$ cat config.mk
export PLATFORM = sky130hd
export DESIGN_NAME = mul_div_unit
export DESIGN_NICKNAME = d
export VERILOG_FILES = /design/src/rtl/mul_div_unit_pkg.sv /design/src/rtl/mul_div_unit.sv
export SDC_FILE = /design/constraint.sdc
export NUM_CORES = 2
export LEC_CHECK = 0
export CAP_MARGIN = 15
export CELL_PAD_IN_SITES_DETAIL_PLACEMENT = 1
export CELL_PAD_IN_SITES_GLOBAL_PLACEMENT = 2
export CORE_MARGIN = 3
export CORE_UTILIZATION = 38
export CTS_CLUSTER_SIZE = 20
export DETAILED_ROUTE_END_ITERATION = 16
export PLACE_DENSITY = 0.94
export SLEW_MARGIN = 5
export SYNTH_ARGS = -nofsm -noshare
export SYNTH_HDL_FRONTEND = slang
export SYNTH_SLANG_ARGS = --single-unit
export TNS_END_PERCENT = 20
$ cat constraint.sdc
create_clock -name clk_in -period 11.4 [get_ports clk_in]
set_input_delay 2.28 -clock clk_in [delete_from_list [all_inputs] [get_ports clk_in]]
set_output_delay 2.28 -clock clk_in [all_outputs]
set_load 0.02 [all_outputs]
$ cat src/rtl/mul_div_unit_pkg.sv
// mul_div_unit_pkg: shared definitions for the iterative RV64M multiply/divide
// unit. Holds the funct3 operation codes, the FSM state encoding, the
// iteration counts for 64-bit and word operations, and a small
// sign-extension helper.
package mul_div_unit_pkg;

  localparam int unsigned XLEN       = 64;
  localparam int unsigned MD_ITER_64 = 64;
  localparam int unsigned MD_ITER_32 = 32;
  localparam int unsigned CNT_W      = 6;

  typedef enum logic [2:0] {
    MD_OP_MUL    = 3'd0,
    MD_OP_MULH   = 3'd1,
    MD_OP_MULHSU = 3'd2,
    MD_OP_MULHU  = 3'd3,
    MD_OP_DIV    = 3'd4,
    MD_OP_DIVU   = 3'd5,
    MD_OP_REM    = 3'd6,
    MD_OP_REMU   = 3'd7
  } md_op_e;

  typedef enum logic [1:0] {
    MD_STATE_IDLE = 2'd0,
    MD_STATE_CALC = 2'd1,
    MD_STATE_FIN  = 2'd2
  } md_state_e;

  function automatic logic [63:0] sext32(input logic [31:0] v);
    return {{32{v[31]}}, v};
  endfunction

endpackage

$ cat src/rtl/mul_div_unit.sv
// mul_div_unit: iterative RV64M multiply/divide unit sitting beside the ALU.
// Radix-2 shift-add multiply and restoring divide share one 128-bit
// accumulator, one operand register and one iteration counter. Operands are
// captured (and converted to magnitudes) on the accepting edge; the result is
// registered and held until the next completion.
//
// Ports:
//   clk_in      rising-edge clock
//   rst_in      synchronous active-high reset
//   start_in    request an operation (honoured in IDLE or FIN only)
//   flush_in    abort the in-flight operation; beats start and completion
//   funct3_in   M-extension funct3 (MUL..REMU)
//   word_in     32-bit W variant
//   value1_in   rs1 operand (forwarded)
//   value2_in   rs2 operand (forwarded)
//   busy_out    high while iterating (CALC)
//   valid_out   one-cycle pulse in FIN, result_out valid
//   result_out  registered 64-bit result
module mul_div_unit
  import mul_div_unit_pkg::*;
(
  input  logic        clk_in,
  input  logic        rst_in,
  input  logic        start_in,
  input  logic        flush_in,
  input  logic [2:0]  funct3_in,
  input  logic        word_in,
  input  logic [63:0] value1_in,
  input  logic [63:0] value2_in,
  output logic        busy_out,
  output logic        valid_out,
  output logic [63:0] result_out
);

  md_state_e             state_q, state_d;
  logic [CNT_W-1:0]      cnt_q, cnt_d;
  md_op_e                op_q, op_d;
  logic                  word_q, word_d;
  logic                  neg_res_q, neg_res_d;
  logic                  neg_rem_q, neg_rem_d;
  logic [XLEN-1:0]       opnd_q, opnd_d;
  logic [2*XLEN-1:0]     acc_q, acc_d;
  logic [XLEN-1:0]       result_q, result_d;

  // ---------------------------------------------------------------------
  // Operand preparation (evaluated on the request inputs)
  // ---------------------------------------------------------------------
  logic        in_div, in_mulw, a_signed, b_signed;
  logic [63:0] a_ext, b_ext, a_mag, b_mag, dividend;
  logic        a_neg, b_neg;
  logic        div_zero, div_ovf, special;
  logic [63:0] special_res;
  logic        accept;

  always_comb begin
    in_div   = funct3_in[2];
    // W multiplies only need the low 32 product bits, so signedness is moot.
    in_mulw  = word_in & ~funct3_in[2];
    a_signed = 1'b0;
    b_signed = 1'b0;
    case (funct3_in)
      MD_OP_MULH:           begin a_signed = 1'b1; b_signed = 1'b1; end
      MD_OP_MULHSU:         a_signed = 1'b1;
      MD_OP_DIV, MD_OP_REM: begin a_signed = 1'b1; b_signed = 1'b1; end
      default:              ;
    endcase
    if (in_mulw) begin
      a_signed = 1'b0;
      b_signed = 1'b0;
    end

    if (word_in) begin
      a_ext = a_signed ? sext32(value1_in[31:0]) : {32'b0, value1_in[31:0]};
      b_ext = b_signed ? sext32(value2_in[31:0]) : {32'b0, value2_in[31:0]};
    end else begin
      a_ext = value1_in;
      b_ext = value2_in;
    end

    a_neg = a_signed & a_ext[63];
    b_neg = b_signed & b_ext[63];
    a_mag = a_neg ? (~a_ext + 64'd1) : a_ext;
    b_mag = b_neg ? (~b_ext + 64'd1) : b_ext;

    div_zero = in_div & (word_in ? (value2_in[31:0] == '0) : (value2_in == '0));
    div_ovf  = in_div & ~funct3_in[0] &
               (word_in ? ((value1_in[31:0] == 32'h8000_0000) && (value2_in[31:0] == '1))
                        : ((value1_in == 64'h8000_0000_0000_0000) && (value2_in == '1)));
    special  = div_zero | div_ovf;

    dividend = word_in ? sext32(value1_in[31:0]) : value1_in;
    if (funct3_in[1]) special_res = div_zero ? dividend : '0;
    else              special_res = div_zero ? '1 : dividend;
  end

  assign accept = start_in & ~flush_in &
                  ((state_q == MD_STATE_IDLE) || (state_q == MD_STATE_FIN));

  // ---------------------------------------------------------------------
  // One iteration step and result finalisation
  // ---------------------------------------------------------------------
  logic [64:0]  mul_sum, div_shift;
  logic [63:0]  div_diff;
  logic         div_ge;
  logic [127:0] step, mul_full;
  logic [63:0]  quo, rem, div_sel, fin_res;
  logic         last_iter;

  always_comb begin
    // Multiply: add multiplicand into the high half when the multiplier LSB
    // (in the low half) is set, then shift the whole accumulator right.
    mul_sum   = {1'b0, acc_q[127:64]} + {1'b0, (acc_q[0] ? opnd_q : '0)};
    // Divide: high half is the partial remainder, low half shifts the
    // dividend out at the top and the quotient bits in at the bottom.
    div_shift = {acc_q[127:64], acc_q[63]};
    div_ge    = div_shift >= {1'b0, opnd_q};
    // Only used when div_ge, where the difference is below the divisor.
    div_diff  = div_shift[63:0] - opnd_q;

    if (op_q[2]) step = div_ge ? {div_diff, acc_q[62:0], 1'b1}
                               : {div_shift[63:0], acc_q[62:0], 1'b0};
    else         step = {mul_sum, acc_q[63:1]};

    mul_full = neg_res_q ? (~step + 128'd1) : step;
    quo      = neg_res_q ? (~step[63:0] + 64'd1)   : step[63:0];
    rem      = neg_rem_q ? (~step[127:64] + 64'd1) : step[127:64];
    div_sel  = op_q[1] ? rem : quo;

    // A 32-iteration multiply leaves the product at acc[127:32].
    if (op_q[2])               fin_res = word_q ? sext32(div_sel[31:0]) : div_sel;
    else if (word_q)           fin_res = sext32(step[63:32]);
    else if (op_q == MD_OP_MUL) fin_res = mul_full[63:0];
    else                       fin_res = mul_full[127:64];

    last_iter = (cnt_q == (word_q ? CNT_W'(MD_ITER_32 - 1) : CNT_W'(MD_ITER_64 - 1)));
  end

  // ---------------------------------------------------------------------
  // FSM: state register / next state / outputs
  // ---------------------------------------------------------------------
  always_ff @(posedge clk_in) begin
    if (rst_in) state_q <= MD_STATE_IDLE;
    else        state_q <= state_d;
  end

  always_comb begin
    state_d = state_q;
    case (state_q)
      MD_STATE_IDLE, MD_STATE_FIN: begin
        if (start_in) state_d = special ? MD_STATE_FIN : MD_STATE_CALC;
        else          state_d = MD_STATE_IDLE;
      end
      MD_STATE_CALC: if (last_iter) state_d = MD_STATE_FIN;
      default:       state_d = MD_STATE_IDLE;
    endcase
    if (flush_in) state_d = MD_STATE_IDLE;
  end

  always_comb begin
    busy_out  = (state_q == MD_STATE_CALC);
    valid_out = (state_q == MD_STATE_FIN);
  end

  assign result_out = result_q;

  // ---------------------------------------------------------------------
  // Datapath registers
  // ---------------------------------------------------------------------
  always_comb begin
    cnt_d     = cnt_q;
    op_d      = op_q;
    word_d    = word_q;
    neg_res_d = neg_res_q;
    neg_rem_d = neg_rem_q;
    opnd_d    = opnd_q;
    acc_d     = acc_q;
    result_d  = result_q;
    if (accept) begin
      op_d      = md_op_e'(funct3_in);
      word_d    = word_in;
      neg_res_d = a_neg ^ b_neg;
      neg_rem_d = a_neg;
      cnt_d     = '0;
      if (in_div) begin
        opnd_d = b_mag;
        // Word divides run 32 steps, so the dividend starts at the top.
        acc_d  = {64'b0, (word_in ? {a_mag[31:0], 32'b0} : a_mag)};
      end else begin
        opnd_d = a_mag;
        acc_d  = {64'b0, b_mag};
      end
      if (special) result_d = special_res;
    end else if ((state_q == MD_STATE_CALC) && !flush_in) begin
      acc_d = step;
      cnt_d = cnt_q + 1'b1;
      if (last_iter) result_d = fin_res;
    end
  end

  always_ff @(posedge clk_in) begin
    if (rst_in) begin
      cnt_q     <= '0;
      op_q      <= MD_OP_MUL;
      word_q    <= 1'b0;
      neg_res_q <= 1'b0;
      neg_rem_q <= 1'b0;
      opnd_q    <= '0;
      acc_q     <= '0;
      result_q  <= '0;
    end else begin
      cnt_q     <= cnt_d;
      op_q      <= op_d;
      word_q    <= word_d;
      neg_res_q <= neg_res_d;
      neg_rem_q <= neg_rem_d;
      opnd_q    <= opnd_d;
      acc_q     <= acc_d;
      result_q  <= result_d;
    end
  end

endmodule
== Yosys cells after proc, flatten, opt, wreduce, memory -nomap -nowiden ==
Index checks and enable logic that the tools add are counted.

* Register bits after elaboration: 270
* Input bits: 136
* Output and inout bits: 66
* Word-level logic and storage cells: 107

* Add/subtract/negate cells: 8
* Magnitude comparators: 1
* Eq/ne operators: 13
* Mux-type cells: 41
* Bitwise gates (word level): 18
* Reduce and logical (&&, ||, !) cells: 17

{| class="wikitable"
|+ Operator list
! cell !! number
|-
| two-way mux 64 bit || 25
|-
| two-way mux 128 bit || 5
|-
| adder 64 x 1 -> 64 bit, second input constant || 4
|-
| inverter 64 bit || 4
|-
| adder 128 x 1 -> 128 bit, second input constant || 1
|-
| == test 64 bit, second input constant || 2
|-
| inverter 128 bit || 1
|-
| adder 64 x 64 -> 65 bit || 1
|-
| greater-or-equal comparator 65 x 64 -> 1 bit || 1
|-
| == test 32 bit, second input constant || 2
|-
| zero test 64 bit || 1
|-
| subtractor 64 bit || 1
|-
| zero test 32 bit || 1
|-
| AND 1 bit || 8
|-
| adder 6 x 1 -> 6 bit, second input constant || 1
|-
| == test 3 bit, second input constant || 2
|-
| == test 6 bit || 1
|-
| two-way mux 1 bit || 6
|-
| two-way mux 2 bit || 3
|-
| two-way mux 6 bit || 1
|-
| OR reduction 2 bit || 3
|-
| case mux 2 bit (2 select lines) || 1
|-
| nonzero test 2 bit || 2
|-
| OR reduction 4 bit || 1
|-
| other kinds (16) || 20
|}

== Logic depth before layout (Yosys ltp) ==
* Word-level depth: 12
* Depth in mapped cells: 29
* Mapped depth without buffers: 24

== Worst setup path after synthesis ==
OpenSTA, ideal clock, no wires.

* Path type: input port to flip-flop
* From: input port value1_in[16]
* To: register acc_q[48]
* Library setup time: 0.128 ns
* Data arrival time: 6.078 ns
* Data required time: 11.272 ns
* Path slack: 5.195 ns
* Stages on the path: 16
* Buffers on the path: 1
* Cell sequence: or4_1 -> or4_1 -> or2_2 -> or3_1 -> or4b_2 -> clkbuf_1 -> nor3_1 -> a21oi_1 -> nand2_1 -> inv_1 -> o21ai_0 -> o221ai_1 -> nand2_1 -> o21ai_0 -> a21oi_1 -> nor2_1

* Word-level cells in the longest chain between the ends: 8

{| class="wikitable"
|+ RTL lines
! item !! line !! text
|-
| start: declaration || mul_div_unit.sv:28 || <nowiki>input logic [63:0] value1_in,</nowiki>
|-
| two-way mux 64 bit || mul_div_unit.sv:73 || <nowiki>a_ext = a_signed ? sext32(value1_in[31:0]) : {32'b0, value1_in[31:0]};</nowiki>
|-
| two-way mux 64 bit * || mul_div_unit.sv:72 || <nowiki>if (word_in) begin</nowiki>
|-
| inverter 64 bit || mul_div_unit.sv:82 || <nowiki>a_mag = a_neg ? (~a_ext + 64'd1) : a_ext;</nowiki>
|-
| adder 64 x 1 -> 64 bit || mul_div_unit.sv:82 ||
|-
| two-way mux 64 bit * || mul_div_unit.sv:82 ||
|-
| two-way mux 64 bit * || mul_div_unit.sv:187 || <nowiki>acc_d = {64'b0, (word_in ? {a_mag[31:0], 32'b0} : a_mag)};</nowiki>
|-
| two-way mux 64 bit * || mul_div_unit.sv:184 || <nowiki>if (in_div) begin</nowiki>
|-
| two-way mux 128 bit * || mul_div_unit.sv:178 || <nowiki>if (accept) begin</nowiki>
|-
| end signal: assignment || mul_div_unit.sv:208 || <nowiki>acc_q <= '0;</nowiki>
|-
| end signal: assignment || mul_div_unit.sv:217 || <nowiki>acc_q <= acc_d;</nowiki>
|-
| end: declaration || mul_div_unit.sv:42 || <nowiki>logic [2*XLEN-1:0] acc_q, acc_d;</nowiki>
|}

Mark *: on every way between the ends. The rest lies on a longest branch, timed or not.
A chain may end at the register's enable or synchronous reset.

== Worst setup path after layout ==
* From: register acc_q[0]
* To: register result_q[56], in the netlist result_out[56]

* Word-level cells in the longest chain between the ends: 12
* Elaborated cells on any way between the ends: 21
* Classes of those cells: add/sub (4); mux (14); bitwise (3)

{| class="wikitable"
|+ RTL lines
! item !! line !! text
|-
| two-way mux 64 bit || mul_div_unit.sv:112 || <nowiki>mul_sum = {1'b0, acc_q[127:64]} + {1'b0, (acc_q[0] ? opnd_q : '0)};</nowiki>
|-
| adder 64 x 64 -> 65 bit || mul_div_unit.sv:112 ||
|-
| two-way mux 128 bit * || mul_div_unit.sv:120 || <nowiki>if (op_q[2]) step = div_ge ? {div_diff, acc_q[62:0], 1'b1}</nowiki>
|-
| inverter 128 bit / inverter 64 bit (equally long branches) || mul_div_unit.sv:124, mul_div_unit.sv:126 ||
|-
| adder 128 x 1 -> 128 bit / adder 64 x 1 -> 64 bit (equally long branches) || mul_div_unit.sv:124, mul_div_unit.sv:126 ||
|-
| two-way mux 128 bit / two-way mux 64 bit (equally long branches) || mul_div_unit.sv:124, mul_div_unit.sv:126 ||
|-
| two-way mux 64 bit, on equally long branches || mul_div_unit.sv:132, mul_div_unit.sv:127 ||
|-
| two-way mux 64 bit, on equally long branches || mul_div_unit.sv:131, mul_div_unit.sv:130 ||
|-
| two-way mux 64 bit * || mul_div_unit.sv:130 || <nowiki>if (op_q[2]) fin_res = word_q ? sext32(div_sel[31:0]) : div_sel;</nowiki>
|-
| two-way mux 64 bit * || mul_div_unit.sv:196 || <nowiki>if (last_iter) result_d = fin_res;</nowiki>
|-
| two-way mux 64 bit * || mul_div_unit.sv:193 || <nowiki>end else if ((state_q == MD_STATE_CALC) && !flush_in) begin</nowiki>
|-
| two-way mux 64 bit * || mul_div_unit.sv:178 ||
|-
| end signal: assignment || mul_div_unit.sv:218 || <nowiki>result_q <= result_d;</nowiki>
|-
| end: declaration || mul_div_unit.sv:43 || <nowiki>logic [XLEN-1:0] result_q, result_d;</nowiki>
|}

Mark *: on every way between the ends. The rest lies on a longest branch, timed or not. The select of a mux whose other input is x is not followed.

==> flow_summary_export.csv <==
group,metric,value,unit
logic_synthesis,yosysWarningCount,0,
sta,timing.final.crit_period,8300,ps
place,post-place-cells,6370,
route,dr_total_vias,44309,
sta,report.final.setup_viol,0,
route,dr.first_iter.drc_count,6061,
logic_synthesis,simple_gate_share_of_the_synthesized_area,0.2862,
layout,drive_above_1_share,0.05321,
critical_path,worstPathMaxFanout,66,
floorplan,coreArea,0.09084,mm^2
route,drt-vias-per-instance,6.878,
floorplan,initial_core_util,0.3868,
clocking,number_of_buffers_created_by_cts,38,
route,ant_nets,0,
critical_path,worst_setup_path_start_kind,"register",
grt,grt_start_max_net_pins,156,
logic_synthesis,share_of_the_synthesized_netlist_area_taken_by_xor_and_xnor_gates,0.08500,
pwr,power.leakage,0.01439,uW
flow_run,number_of_max_capacitance_violations_reported,0,
sta,setup_total_negative_slack,0,ps
clocking,ctsRootBufferMaster,"clkbuf_16",
route,wl_per_cell,32.59,um
layout,area_growth_syn_to_layout,11.02,%
pwr,total_power,3788,uW
pwr,power_frac_comb,0.404,
critical_path,crit_type,"reg2reg",
pwr,power.net_switching,1682,uW
logic_synthesis,share_of_cell_area_taken_by_muxes_after_synthesis,0.02550,
pwr,cellInternalPower,2106,uW
logic_synthesis,combinational_family_with_the_most_area_after_synthesis,"compound AO/OA/AOI/OAI gates",
layout,layout.cells.most_common_list,"645 x nand2_1, 623 x nor2_1, 537 x a21oi_1, 358 x o21ai_0, 265 x dfxtp_1",
logic_synthesis,synth_edf_count,0,
clocking,tritoncts,"built",
critical_path,worst-endpoint-arrival,8770,ps
floorplan,fp.dieArea,0.09615,mm^2
sta,clock_skew,32.81,ps
place,hpwlAfterDp,165400,um
sta,hold_viol_final,0,
pwr,p_sw_frac,0.4439,
logic_synthesis,synth-compound-area-share,0.3369,
pwr,clock_share_of_power,0.327,
logic_synthesis,synth_area,0.03514,mm^2
logic_synthesis,yosys_register_bits,270,
sta,worst_slew_margin_rel,0.05158,
sta,achievable-frequency,0.1205,GHz
place,place_congestion,1.055,
logic_synthesis,syn_avg_cell_area,6.640,um^2
clocking,worst_setup_hold_path_clk_slew,60,ps
logic_synthesis,dominantRegCellSynth,"dfxtp_1",
floorplan,ios,202,
outcome,run_status,"finished clean",
logic_synthesis,part_of_the_yosys_area_used_for_sequential_elements,0.1538,
layout,mostFrequentLayoutCell,"nand2_1",
clocking,cts_max_level,2,
route,postRouteWirelength,209900,um
route,post-route-drc-count,0,
sta,worst_slew_pin_slew,1414,ps
logic_synthesis,library_cells_used_by_synthesis,122,
sta,grt_setup_unrepaired,"no",
pwr,power.density,97.10,mW/mm^2
grt,grt_use_total,0.4204,
sta,finalMaxSlewViolations,0,
clocking,count_of_hold_fix_buffers_inserted_at_cts,0,
critical_path,crit_path_end_kind,"register",
clocking,cts_buffer_depth,3,
sta,final.period_utilization,0.7281,
pwr,ir_worst_vdd,106.2,uV
critical_path,setup.reg_to_reg.worst_slack,3100,ps
logic_synthesis,postSynth.asyncResetShare,0,
grt,gr-total-overflow,0,
place,io_buffer_count,201,
floorplan,num_rows,110,
floorplan,vertical_die_dimension,310.1,um
layout,fin_nets,5508,
floorplan,die_width,310.1,um
logic_synthesis,postSynthNetCount,5564,
clocking,post_cts_buffers,0,
grt,antenna_found_initial,15,
grt,global_route_wire_length_before_repair,299400,um
layout,finish.cell_count_without_fillers,6442,
clocking,cts_resized,0,
grt,first_global_vias,42609,
route,detail_route.first_pass.iterations,8,
clocking,clock-sinks,270,
clocking,clk-insertion-delay-late,590,ps
logic_synthesis,synth_fa_ha_area_frac,0.05284,
pwr,power_frac_seq,0.270,
logic_synthesis,synthesis.instances,5292,
critical_path,cp_required,11870,ps
min_path,hold_class,"reg2reg",
cell families after synthesis:
logic type      count (synthesis)
mux                            88
simple gates                 2116
xor+xnor                      341
compound gates               1808
fa+ha+maj                     150
buf+inv                       519
flops                         270
synth_stat cells, types with 16 or more instances:
cell type  instances  area share
inv_1            136       0.015
a221oi_1          17      0.0042
mux2i_1           78       0.022
ha_1             134       0.048
o22ai_1           44      0.0078
o32ai_1           16      0.0040
nand2b_1          37      0.0066
a21o_1            52       0.011
a211oi_1         119       0.025
nor3b_1           17      0.0036
o21ai_0          359       0.051
o2111ai_1         24      0.0060
nor2b_1           36      0.0064
o41ai_1           29      0.0072
xnor2_1          215       0.054
xor2_1           126       0.031
nor3_1           153       0.022
o31ai_1           70       0.015
o21ai_1           23      0.0033
or2_2             20      0.0036
a31oi_1           60       0.011
clkbuf_1         280       0.030
o21a_1            35      0.0075
and3_1            32      0.0057
o211ai_1         139       0.030
nor4_1            46      0.0082
a21oi_1          538       0.077
or3_1             63       0.011
o211a_1           17      0.0048
o221ai_1          20      0.0050
and2_1            91       0.016
or4_1             27      0.0058
nand2_1          646       0.069
dfxtp_1          270        0.15
a22oi_1           45      0.0096
buf_2             48      0.0068
nand4_1          125       0.022
nand3_1          118       0.017
buf_1             37      0.0040
o21bai_1          24      0.0051
nor2_1           626       0.067
and4_1            16      0.0040
worst max-delay path: stages (launching register included):
cell and delay, ps:
dfxtp_1 310, buf_4 530, and2_1 230, ha_1 200, inv_1 70, fa_1 420
nand2b_1 190, a21oi_1 360, o2111ai_1 680, a21oi_1 830, nor2_1 160, a221o_1 360
nor3_1 280, a21boi_1 640, nor2b_1 410, nand2_2 190, or3_1 520, o41ai_1 1110
xnor2_1 210, nand3_1 110, a41o_1 310
power groups by stage:
| stage | sequential, uW | combinational, uW | clock [uW] |
|---|---|---|---|
| floorplan | 1020 | 864 | 0 |
| global placement | 1040 | 1450 | 0 |
| detailed placement | 1040 | 1450 | 0 |
| CTS | 1020 | 1460 | 1230 |
| global route | 1020 | 1580 | 1270 |
| finish | 1020 | 1530 | 1240 |
state kept, by name, indices dropped and copies added (netlist names):
signal      count
state_q         2
neg_rem_q       1
op_q            3
result_out     64
acc_q         128
opnd_q         64
word_q          1
cnt_q           6
neg_res_q       1
final timing paths:
path                                   start                           to  depth (start not counted)
setup / recovery       acc_q[0]$_SDFFE_PP0P_  result_out[56]$_SDFFE_PP0P_                         20
hold / removal    result_out[7]$_SDFFE_PP0P_   result_out[7]$_SDFFE_PP0P_                          2
setup reg to reg       acc_q[0]$_SDFFE_PP0P_  result_out[56]$_SDFFE_PP0P_                         20
hold reg to reg   result_out[7]$_SDFFE_PP0P_   result_out[7]$_SDFFE_PP0P_                          2
cell type report:
class                           instances  area [um^2]
Clock buffer                           51         1071
Antenna cell                            4        10.01
Multi-Input combinational cell       4503        27700
Fill cell                           11739        51830
Sequential cell                       270         5416
Clock inverter                         15        140.1
Inverter                              138        518.0
Timing Repair Buffer                  285         2679
Tap cell                             1176         1471
per-stage QoR:
stage | setup slack (ps) | utilization | hold slack, ps | area, um^2
3_5_place_dp | 2892 | 0.4158 | 456.2 | 37770
2_1_floorplan | 5195 | - | 440.3 | 35140
4_1_cts | 3482 | 0.4291 | 464.0 | 38980
3_3_place_gp | 2909 | 0.4158 | 442.3 | 37770
5_1_grt | 2919 | 0.4293 | 488.4 | 39000
6_report | 3100 | 0.4294 | 461.5 | 39010
layer usage:
metal  vias up  global-route usage  part of all wire
met5         -                   0           0.00043
met4         8              0.2915             0.086
met3       668             0.09658              0.10
met2      2533              0.6266              0.42
met1     21695              0.5370              0.39
li1      19405                   -                 -
No activity file was read; power rests on OpenSTA's default activity.
